--- config.mk ---
export PLATFORM = sky130hd
export DESIGN_NAME = head_prune_sched
export DESIGN_NICKNAME = d
export VERILOG_FILES = /design/src/rtl/head_prune_sched_pkg.sv /design/src/rtl/head_prune_sched.sv
export SDC_FILE = /design/constraint.sdc
export NUM_CORES = 1
export LEC_CHECK = 0
export CAP_MARGIN = 10
export CORE_UTILIZATION = 47
export CTS_BUF_LIST = sky130_fd_sc_hd__clkbuf_16
export CTS_CLUSTER_SIZE = 16
export DETAILED_ROUTE_END_ITERATION = 6
export PLACE_DENSITY = 0.83
export REMOVE_ABC_BUFFERS = 1
export SYNTH_ARGS = -nofsm -noshare
export SYNTH_HDL_FRONTEND = slang
export SYNTH_SLANG_ARGS = --single-unit
--- constraint.sdc ---
create_clock -name clk -period 1.8 [get_ports clk]
set_clock_uncertainty 0.15 [all_clocks]
set_input_delay 0.36 -clock clk [delete_from_list [all_inputs] [get_ports clk]]
set_output_delay 0.36 -clock clk [all_outputs]
set_load 0.01 [all_outputs]
--- src/rtl/head_prune_sched_pkg.sv ---
// Shared definitions for the per-head prune sequencer: state encoding and
// default head/tile counts used by the mean stage and the sequencer.
package head_prune_sched_pkg;

    localparam int DEF_NUM_HEADS      = 4;
    localparam int DEF_TILES_PER_HEAD = 2;

    typedef enum logic [3:0] {
        S_IDLE    = 4'd0,
        S_CLEAR   = 4'd1,
        S_ACCUM   = 4'd2,
        S_SETTLE  = 4'd3,
        S_COMPARE = 4'd4,
        S_LAUNCH  = 4'd5,
        S_WAIT_SV = 4'd6,
        S_NEXT    = 4'd7,
        S_DONE    = 4'd8
    } state_e;

endpackage

--- src/rtl/head_prune_sched.sv ---
// Per-head sequencer: gates tile pairs into the mean stage, captures the prune
// decision, and launches softmax*V only for heads that are kept.
//
// state   | meaning
// --------+-----------------------------------------------------------
// IDLE    | waiting for start; mask/count from last pass held
// CLEAR   | mean accumulator cleared for one cycle
// ACCUM   | absorbing TILES_PER_HEAD tile-pair beats
// SETTLE  | mean stage registered sums update
// COMPARE | compare strobe; PruneHead captured into the mask
// LAUNCH  | sv_start pulse for a kept head
// WAIT_SV | waiting for sv_done
// NEXT    | advance head or finish
// DONE    | done pulse
module head_prune_sched
    import head_prune_sched_pkg::*;
#(
    parameter int NUM_HEADS      = DEF_NUM_HEADS,
    parameter int TILES_PER_HEAD = DEF_TILES_PER_HEAD,
    parameter int HEAD_W         = 2
) (
    input  logic                 clk,
    input  logic                 reset,
    input  logic                 start,
    input  logic                 tile_valid,
    output logic                 mean_clear_n,
    output logic                 mean_enable,
    output logic                 mean_compare_flag,
    input  logic                 prune_head_in,
    output logic                 sv_start,
    input  logic                 sv_done,
    output logic [HEAD_W-1:0]    head_idx,
    output logic [NUM_HEADS-1:0] prune_mask,
    output logic [HEAD_W:0]      kept_count,
    output logic                 busy,
    output logic                 done
);

    localparam int TILE_W = $clog2(TILES_PER_HEAD + 1);
    localparam logic [HEAD_W-1:0] LAST_HEAD = HEAD_W'(NUM_HEADS - 1);
    localparam logic [TILE_W-1:0] LAST_TILE = TILE_W'(TILES_PER_HEAD - 1);

    state_e                state_q, state_d;
    logic [HEAD_W-1:0]     head_q, head_d;
    logic [NUM_HEADS-1:0]  mask_q, mask_d;
    logic [HEAD_W:0]       kept_q, kept_d;
    logic [TILE_W-1:0]     tile_q, tile_d;

    always_ff @(posedge clk) begin
        if (reset) begin
            state_q <= S_IDLE;
            head_q  <= '0;
            mask_q  <= '0;
            kept_q  <= '0;
            tile_q  <= '0;
        end else begin
            state_q <= state_d;
            head_q  <= head_d;
            mask_q  <= mask_d;
            kept_q  <= kept_d;
            tile_q  <= tile_d;
        end
    end

    always_comb begin
        state_d = state_q;
        head_d  = head_q;
        mask_d  = mask_q;
        kept_d  = kept_q;
        tile_d  = tile_q;

        case (state_q)
            S_IDLE: begin
                if (start) begin
                    state_d = S_CLEAR;
                    head_d  = '0;
                    mask_d  = '0;
                    kept_d  = '0;
                end
            end
            S_CLEAR: begin
                tile_d  = '0;
                state_d = S_ACCUM;
            end
            S_ACCUM: begin
                if (tile_valid) begin
                    tile_d = tile_q + 1'b1;
                    if (tile_q == LAST_TILE) begin
                        state_d = S_SETTLE;
                    end
                end
            end
            S_SETTLE: state_d = S_COMPARE;
            S_COMPARE: begin
                mask_d[head_q] = prune_head_in;
                if (prune_head_in) begin
                    state_d = S_NEXT;
                end else begin
                    kept_d  = kept_q + 1'b1;
                    state_d = S_LAUNCH;
                end
            end
            // sv_done in the launch cycle is deliberately not looked at
            S_LAUNCH: state_d = S_WAIT_SV;
            S_WAIT_SV: begin
                if (sv_done) begin
                    state_d = S_NEXT;
                end
            end
            S_NEXT: begin
                if (head_q == LAST_HEAD) begin
                    state_d = S_DONE;
                end else begin
                    head_d  = head_q + 1'b1;
                    state_d = S_CLEAR;
                end
            end
            S_DONE:  state_d = S_IDLE;
            default: state_d = S_IDLE;
        endcase
    end

    always_comb begin
        mean_clear_n      = (state_q != S_CLEAR);
        mean_enable       = (state_q == S_ACCUM) && tile_valid;
        mean_compare_flag = (state_q == S_COMPARE);
        sv_start          = (state_q == S_LAUNCH);
        done              = (state_q == S_DONE);
        busy              = (state_q != S_IDLE);
    end

    assign head_idx   = head_q;
    assign prune_mask = mask_q;
    assign kept_count = kept_q;

endmodule

==> Yosys cells after proc, flatten, opt, wreduce, memory -nomap -nowiden <==
Index checks and enable logic that the tools add are counted.
{ "totals": {"out_inout_bits": 15, "regBits": 15, "inputBits": 6} }
{ "classes": {"order_cmp": 2, "n_addsub": 3, "reduce_logical": 12, "n_eq_ne": 17, "n_mux": 20} }
{ "op_table": {"columns": ["op", "count"], "rows": [
  ["$pmux W4 S8", 1],
  ["$mux W4", 6],
  ["$eq A4 B3 Y1 const B", 4],
  ["$ne A2 B2 Y1 const B", 6],
  ["$eq A4 B2 Y1 const B", 2],
  ["$mux W2", 4],
  ["$pmux W2 S2", 2],
  ["$pmux W4 S2", 1],
  ["$mux W3", 2],
  ["$pmux W3 S2", 1],
  ["$reduce_and A3 Y1", 2],
  ["$reduce_bool A2 Y1", 3],
  ["$add A2 B1 Y2 const B", 2],
  ["$bwmux W4", 1],
  ["$eq A4 B1 Y1 const B", 1],
  ["$eq A4 B4 Y1 const B", 1],
  ["$logic_not A4 Y1", 1],
  ["$ne A4 B1 Y1 const B", 1],
  ["$reduce_and A2 Y1", 2],
  ["$reduce_and A4 Y1", 1],
  ["$reduce_bool A4 Y1", 1],
  ["$add A3 B1 Y3 const B", 1],
  ["$lt A2 B3 Y1 const B", 1],
  ["$demux W1 S2", 1],
  ["other kinds (5)", 6]
]} }

==> Depth between registers and ports, before layout <==
Gate-level depths: netlist (run 1).
{ "depth": {"depth_word": 6, "depth_mapped": 5, "depth_no_buf": 5} }

==> Worst setup path before layout (run 1) <==
Ideal clock, no wire load.
{ "synth_path": {"path_kind": "register to output", "from": "register state_q[1]", "to": "output port mean_clear_n", "path_buffers": 1, "stages_incl_launch_ff": 3, "arrival_time_ns": 1.180, "slack_ns": 0.110, "required_ns": 1.290, "cell_sequence": "dfxtp_1 -> buf_4 -> or4b_2"} }
{ "synth_via": {"elab_chain_cells": 1} }
{ "synth_lines": {"columns": ["item", "line_no", "source"], "rows": [
  ["from (decl)", "head_prune_sched.sv:43", "state_e state_q, state_d;"],
  ["from (signal assigned)", "head_prune_sched.sv:57", "state_q <= state_d;"],
  ["$ne A4 B1 Y1", "head_prune_sched.sv:124", "mean_clear_n = (state_q != S_CLEAR);"],
  ["to (decl)", "head_prune_sched.sv:26", "output logic mean_clear_n,"]
]} }
No other way between the ends.

==> Final worst setup path (run 1) <==
{ "layout_path": {"from": "register state_q[0]", "to": "output port busy"} }
{ "layout_via": {"elab_chain_cells": 1} }
{ "layout_lines": {"columns": ["item", "line_no", "source"], "rows": [
  ["$reduce_bool A4 Y1", "head_prune_sched.sv:129", "busy = (state_q != S_IDLE);"],
  ["to (decl)", "head_prune_sched.sv:35", "output logic busy,"]
]} }
No other way between the ends.

==> flow_results.org, run 1 <==
** Run status
- Run status :: finished with violations
- The checks that failed: DRC, setup timing.

** Detailed routing
- In the routed design, unresolved DRC markers number 2.
- For this block, the via count after detailed routing is between 800 and 900.
- After detailed routing, the number of vias per cell comes to 6.048.
- The detailed router finished its first iteration with 24 violations.
- Routed wire length :: between 2 and 3 mm
- Pre-antenna DRT Iters :: 6
- After detailed routing, the average wire length per cell comes to approximately 17 um.
- The count of nets left with antenna violations once routing finished came out at 0.

** Yosys
- Post-synthesis sequential area ratio :: between 30% and 40%
- Number of warnings printed during yosys synthesis :: 0
- FF+latch count, synth :: 15
- Cells after Synth :: 93
- After synthesis, the mean cell area works out to roughly 8.8 um2.
- In this run the cell area of the synthesized design comes to 819.5 um2.
- Distinct cell type count of the synthesized netlist :: 38

** Floorplan
- Count of boundary I/O pins :: 21
- DIE AREA :: 1915 um2
- Die Y-Extent :: 43.76 um
- Starting Density :: a little over half
- Row generation in the floorplan step produced 14 rows.
- Die width :: 43.76 um
- Core region area :: 1559 um2

** Timing
- The max-slew violation count came to 0.
- For the pin with the worst max-slew slack, the measured transition is 0.3016 ns.
- Based on the critical path, the design can be clocked at up to 528.8 MHz.
- Setup violations remaining at the end of the flow were counted as 4.
- Final Hold Viols :: 0
- Clock period minus final worst setup slack :: 1.891 ns
- RSZ-0062 raised after global routing :: yes
- Total Neg Setup Slack :: -0.2834 ns
- Rel. slew slack :: 79.77%
- Final critical-path share of the clock period :: 105.1%
- Final Worst Setup Slack :: -0.09113 ns

** Pwr
- Power spread over the standard cell area amounts to 837.1 nW/um2.
- Registers are responsible for about 34% of the overall power.
- VDD sags by at most around 0.8 mV.
- Per report_power, the combinational group accounts for between 20% and 30% of the total.
- Clock power frac :: between 40% and 50%
- Switching Share :: 26.27%
- Total net switching power :: between 0.2 and 0.3 mW
- The internal power of the cells totals 0.7977 mW.
- The analysis attributes to cell leakage a power of between 0.5 and 0.6 nW.

** Clock network
- For this design, the sink count on the clock tree is 15.
- Later-pin clock latency in the skew report :: between 0.2 and 0.3 ns
- TritonCTS built the clock tree.
- The clock passes through at most 2 buffers.
- The number of clock buffers added by TritonCTS is 3.
- After clock tree synthesis, the clock-pin slew on the worst setup and hold paths is approximately 0.05 ns.
- The tree is rooted in a clkbuf_16.
- # hold bufs at CTS :: 0
- CTS built an H-tree with a depth of 1.

** Setup path
- Crit Path Max Fanout :: 5
- Data on the critical path is required at its endpoint by roughly 1.3 ns.
- STA classifies the critical path endpoint as a primary output.
- Worst Setup Path Type :: reg2out
- For the worst setup path, the data arrival time is between 1 and 1.5 ns.
- Kind of launch point of the worst setup path :: register

** Global route
- After global routing, the most crowded layer is met2.
- Wire length of the first global-routing pass :: 3.905 mm
- Total track usage :: between 20% and 30%
- Entering global routing, the biggest net connects 10 pins.
- Vias in the first global route :: 877
- Met2 global-route usage :: 51.94%
- Met1 Use GR :: 32.73%
- For this run, global-route usage on met3 was measured as 8.333%.
- After global routing the overflow that remains totals 0.
- Antenna violations before repair :: 0

** Layout
- Relative to the synthesized area, the layout overhead comes to 57.71%.
- The repair_antennas step left the layout with diodes totalling 0.
- The layout has 88 filler cells.
- Util after Layout :: 82.91%
- Final net count :: 144
- In the final layout, the share of cells above drive strength 1 is 35.11%.

** Hold path
- Min-delay worst type :: reg2reg

** Place
- Number of input and output port buffers inserted :: 20
- Routability-driven placement finished with a final weighted congestion of ~0.81.
- Final HPWL from detailed placement :: approximately 1.6 mm

** Run
- Max-cap violations in this run came to 0.
[cells in the mapped netlist]
| cell type | number | share of area [%] |
|---|---|---|
| a32oi_1 | 4 | 4.3 |
| xnor2_1 | 1 | 1.1 |
| nor2_1 | 9 | 4.1 |
| ha_1 | 6 | 9.2 |
| a211oi_1 | 1 | 0.92 |
| dfxtp_1 | 15 | 37 |
| clkbuf_1 | 4 | 1.8 |
| o21ai_0 | 1 | 0.61 |
| nand4_1 | 1 | 0.76 |
| nor3b_1 | 1 | 0.92 |
| or4b_4 | 1 | 1.7 |
| buf_4 | 1 | 0.92 |
| nor4bb_1 | 1 | 1.2 |
| nand2b_1 | 1 | 0.76 |
| clkinv_2 | 1 | 0.61 |
| nand4b_1 | 1 | 1.1 |
| nor3_2 | 1 | 1.2 |
| a21oi_1 | 5 | 3.1 |
| or3_1 | 2 | 1.5 |
| xor2_1 | 3 | 3.2 |
| nor4b_1 | 2 | 2.1 |
| or4b_1 | 1 | 1.2 |
| a211o_1 | 1 | 1.1 |
| or4_1 | 1 | 0.92 |
| o22a_1 | 1 | 1.1 |
| nand3b_1 | 1 | 0.92 |
| nand2_1 | 8 | 3.7 |
| o211ai_1 | 4 | 3.7 |
| buf_2 | 1 | 0.61 |
| nor4_1 | 1 | 0.76 |
| inv_1 | 5 | 2.3 |
| nand3_1 | 1 | 0.61 |
| o21bai_2 | 1 | 1.4 |
| or2_2 | 1 | 0.76 |
| o22ai_1 | 1 | 0.76 |
| or2_1 | 1 | 0.76 |
| nor3_1 | 1 | 0.61 |
| or4b_2 | 1 | 1.2 |
[worst max-delay path: stages (launching register included)]
cell,delay [ns]
dfxtp_4,0.35
buf_6,0.12
or4_4,0.52
buf_6,0.14
[layer usage]
| layer | vias up | part of all wire, % |
|---|---|---|
| li1 | 412 | - |
| met1 | 423 | 38 |
| met2 | 43 | 52 |
| met3 | 11 | 6.2 |
| met4 | 0 | 3.7 |
| met5 | - | 0 |
[power groups by stage]
stage	sequential [mW]	clock (mW)	combinational (mW)
after floorplan	0.378	0	0.0960
after global placement	0.369	0	0.228
after detailed placement	0.370	0	0.239
after CTS	0.365	0.443	0.273
after global routing	0.368	0.451	0.297
final	0.367	0.435	0.280
[final timing paths]
path	cells past startpoint	endpoint	slack [ns]	from
setup / recovery	3	busy	-0.09	state_q[0]$_SDFFE_PP0P_
hold / removal	2	tile_q[1]$_SDFFE_PP0P_	0.31	tile_q[1]$_SDFFE_PP0P_
setup reg to reg	4	tile_q[0]$_SDFFE_PP0P_	0.02	state_q[3]$_SDFFE_PP0P_
hold reg to reg	2	tile_q[1]$_SDFFE_PP0P_	0.31	tile_q[1]$_SDFFE_PP0P_
[state kept, by name, indices dropped and copies added, names as in the netlist]
name / count
head_idx: 2
kept_count: 3
prune_mask: 4
state_q: 4
tile_q: 2
[what timing repair did]
action,CTS,global route
setup buffers,4,0
pin swaps,4,4
setup endpoints to repair,12,8
gates resized for setup,46,3
[final cells by class]
| cell class | count | area, um2 | share of cell area [%] |
|---|---|---|---|
| multi-input combinational | 66 | 495.5 | 38.33 |
| timing repair buffer | 40 | 352.8 | 27.30 |
| sequential | 15 | 316.6 | 24.49 |
| clock buffer | 3 | 75.07 | 5.808 |
| inverter | 6 | 27.53 | 2.130 |
| tap | 16 | 20.02 | 1.549 |
| clock inverter | 1 | 5.005 | 0.3872 |
[logic make-up after synthesis]
family	synth area share [%]
compound gates	16.79
xor+xnor	4.276
fa+ha+maj	9.160
buf+inv	6.258
flops	36.64
simple gates	26.87
[through the flow]
stage | power (mW) | instance area [um2] | hold slack (ns) | worst slack (ns) | instances
floorplan | 0.4742 | 792.0 | 0.2758 | 0.1105 | 87
global placement | 0.5965 | 1140 | 0.2912 | -0.2398 | 140
detailed placement | 0.6084 | 1140 | 0.2962 | -0.3059 | 140
CTS | 1.081 | 1291 | 0.3030 | -0.09918 | 148
global route | 1.117 | 1292 | 0.3280 | -0.1169 | 147
finish | 1.082 | 1292 | 0.3056 | -0.09113 | 147
[layout by cell type, fill, tap and decap left out, types with 2 or more instances in the layout]
cell             netlist  layout
xor2_1                 3       3
clkbuf_16              0       3
buf_4                  1      18
a21oi_1                5       4
nor2_1                 9       8
dfxtp_1               15      10
nor4b_1                2       2
inv_1                  5       5
nand2_1                8       8
or4b_4                 1       3
ha_1                   6       6
a32oi_1                4       4
buf_6                  0       6
clkdlybuf4s50_1        0      14
dfxtp_4                0       4
buf_2                  1       2
o211ai_1               4       4
No activity file was read; power rests on OpenSTA's default activity.
==> inputs of run 2 (changes only) <==
PLACE_DENSITY = default   (was 0.83)
PLACE_DENSITY_LB_ADDON = 0.25   (was default)
==> run 2 against run 1 <==
  * The flow still finishes with violations (DRC, setup timing)
  * Highest routed layer unchanged
  * Die area is the same
  * Final cell count is the same
  * Worst setup slack gained 0.0015 ns
  * Clock power is essentially flat
  * Worst hold slack gained 0.0011 ns
  * Flip-flop and latch count is the same
  * Sequential share of layout area is essentially flat
  * Count of clock-buffer cells in the layout is the same
  * Largest cell class unchanged
  * Via count shrank 5.5%
  * Utilization shrank 2.2 points
  * Sequential power is essentially flat
  * Power shrank 1.8%
==> flow_results.org, run 2 (synthesis results as in run 1) <==
** Run status
- Run status :: finished with violations
- The final reports fail on DRC, setup timing.

** Layout
- Leaving out fill and tap cells, the most frequent cells in the layout are buf_4, clkdlybuf4s50_1, dfxtp_1, nor2_1, nand2_1.
- The area growth from synthesis to layout is 53.44%.
- Leaving out fill and tap cells, the most frequent cell in the layout is buf_4.
- In the final design database the tool counted 144 nets.
- Counting the fill cells in the layout gives between 100 and 150.
- Cells fill roughly four fifths of the core in the end.
- Number of cells in the finished layout apart from fillers :: 147
- The post-route netlist has 32.06% of its cells at a drive strength greater than 1.
- Antenna cells :: 0

** Detailed routing
- Average wire per standard cell :: 14.58 um
- Pre-antenna DRT Iters :: 6
- Starting DRT DRC Count :: 32
- Total number of vias :: between 800 and 900
- Routed Antenna Nets :: 0
- In the routed layout, each cell is associated on average with a via count of about 5.7.
- Post-route DRC violation count :: 1
- Routed wire length :: 2.143 mm

** Timing
- In the post-route analysis, the smallest setup slack over all paths is -0.08967 ns.
- Dividing the final minimum period by the clock period gives 105.0%.
- Transition at the pin with the smallest max-transition slack :: 0.3541 ns
- The max-slew violation count was 0.
- Headroom to the max-slew limit came out at 76.32%.
- Clock period minus final worst setup slack :: between 1.5 and 2 ns
- Final hold analysis gives a worst-case slack of 0.3067 ns.
- The count of final hold-check violations is 0.
- Endpoints failing setup :: 3
- Based on the critical path, the design can be clocked at up to between 500 and 600 MHz.
- Setup repair after global routing could not meet its margin everywhere.

** Clock network
- Clock-pin slew of the registers on the worst-case setup and hold paths :: 0.05 ns
- Number of H-tree levels :: 1
- Clock sink count :: 15
- CTS tree :: yes
- For the worst-skew pair, the clock arrives at the later sink with an insertion delay of between 0.2 and 0.3 ns.
- CTS max path bufs :: 2
- Num CTS Buffers :: 3
- The cell sitting at the root of the clock tree is a clkbuf_16.

** Setup path
- The most critical setup path has its endpoint at busy.
- The worst setup path is of the reg2out kind.
- Measured in cells, the most critical reg-to-reg path has a length of 4.
- The worst register-to-register path ends at tile_q[1]$_SDFFE_PP0P_.
- In this run the worst path has a maximum fanout of 7.
- Crit path required time :: 1.29 ns
- Tracing the worst setup path back leads to its startpoint at state_q[1]$_SDFFE_PP0P_.
- Flop-to-flop setup slack :: ~0.06 ns
- The worst setup path is launched from a register.
- RR Startpoint :: state_q[2]$_SDFFE_PP0P_
- The worst setup path is captured at a primary output.
- For the worst setup path, the data arrival time is 1.38 ns.

** Global route
- Antenna violations before repair :: 0
- Wire length of the first global-routing pass :: 3.670 mm
- Across every metal layer, demand over resource in global routing totals 26.17%.
- Entering global routing, the biggest net connects 10 pins.
- GRT overflow :: 0
- The number of global-route vias before repair was 838.

** Place
- In this run, placement finished with an instance count of 141.
- Final HPWL from detailed placement :: 1.489 mm
- Number of input and output port buffers inserted :: 20
- Pre-CTS WS :: -0.2785 ns
- The congestion estimate from routability-driven global placement came to 0.7983.

** Run
- Max_cap viols :: 0

** Floorplan
- DIE AREA :: roughly 1900 um2
- Die width :: 43.76 um
- Count of boundary I/O pins :: 21
- In this run the core area contains 14 standard-cell rows.
- Die Y-Extent :: 43.76 um
- Starting Density :: 52.57%
- Core region area :: about 1600 um2

** Hold path
- Worst hold path startpoint :: tile_q[1]$_SDFFE_PP0P_
- Min-delay worst type :: reg2reg

** Pwr
- Pleak :: ~0.52 nW
- VDD IR max :: 0.8253 mV
- Dividing total power by cell area gives a power density of 844.9 nW/um2.
[run 2: changes by cell type in the layout (fill, tap and decap cells not counted), sizes merged]
cell	delta
buf	-1
clkbuf	+1
[run 2: per-stage QoR]
stage	instance area (um2)	setup TNS, ns	total power, mW
finish	1257	-0.1769	1.062
global route	1257	-0.3061	1.118
global placement	1147	-1.160	0.5962
floorplan	792.0	0	0.4742
detailed placement	1147	-1.379	0.6053
CTS	1251	-0.3316	1.062
[run 2: worst min-delay path by stage]
| stage | to | cells past startpoint |
|---|---|---|
| floorplan | tile_q[1]$_SDFFE_PP0P_ | 2 |
| global placement | tile_q[1]$_SDFFE_PP0P_ | 2 |
| detailed placement | tile_q[1]$_SDFFE_PP0P_ | 2 |
| CTS | tile_q[1]$_SDFFE_PP0P_ | 2 |
| global route | tile_q[1]$_SDFFE_PP0P_ | 2 |
| finish | tile_q[1]$_SDFFE_PP0P_ | 2 |
[run 2: routing by layer]
metal	up-vias	track usage, %	wire (um)
met5	-	0	0
met4	0	10.00	51
met3	10	7.500	109
met2	27	44.18	1097
met1	393	31.19	884
li1	410	-	-
[run 2: area by class of cell]
type | count | area [um2] | area share (%)
Multi-Input combinational cell | 66 | 479.2 | 38.11
Timing Repair Buffer | 40 | 346.6 | 27.56
Sequential cell | 15 | 307.8 | 24.48
Clock buffer | 3 | 75.07 | 5.970
Inverter | 6 | 23.77 | 1.891
Tap cell | 16 | 20.02 | 1.592
Clock inverter | 1 | 5.005 | 0.3980
[run 2: power breakdown]
part	total, mW	switching (mW)	internal, mW
Clock	0.432	0.135	0.296
Sequential	0.369	0.0196	0.349
Combinational	0.262	0.108	0.154
Total	1.06	0.263	0.800
[run 2: repair_timing]
item,4_1_cts,5_1_grt
hold buffers,0,0
resized for setup,35,3
buffers inserted,2,0
pin swaps,1,1
setup endpoints to repair,7,5
[run 2: critical path: stages, from the launching register on]
cell and delay (ns):
dfxtp_4 0.36, buf_6 0.12, or4_4 0.51, buf_6 0.14
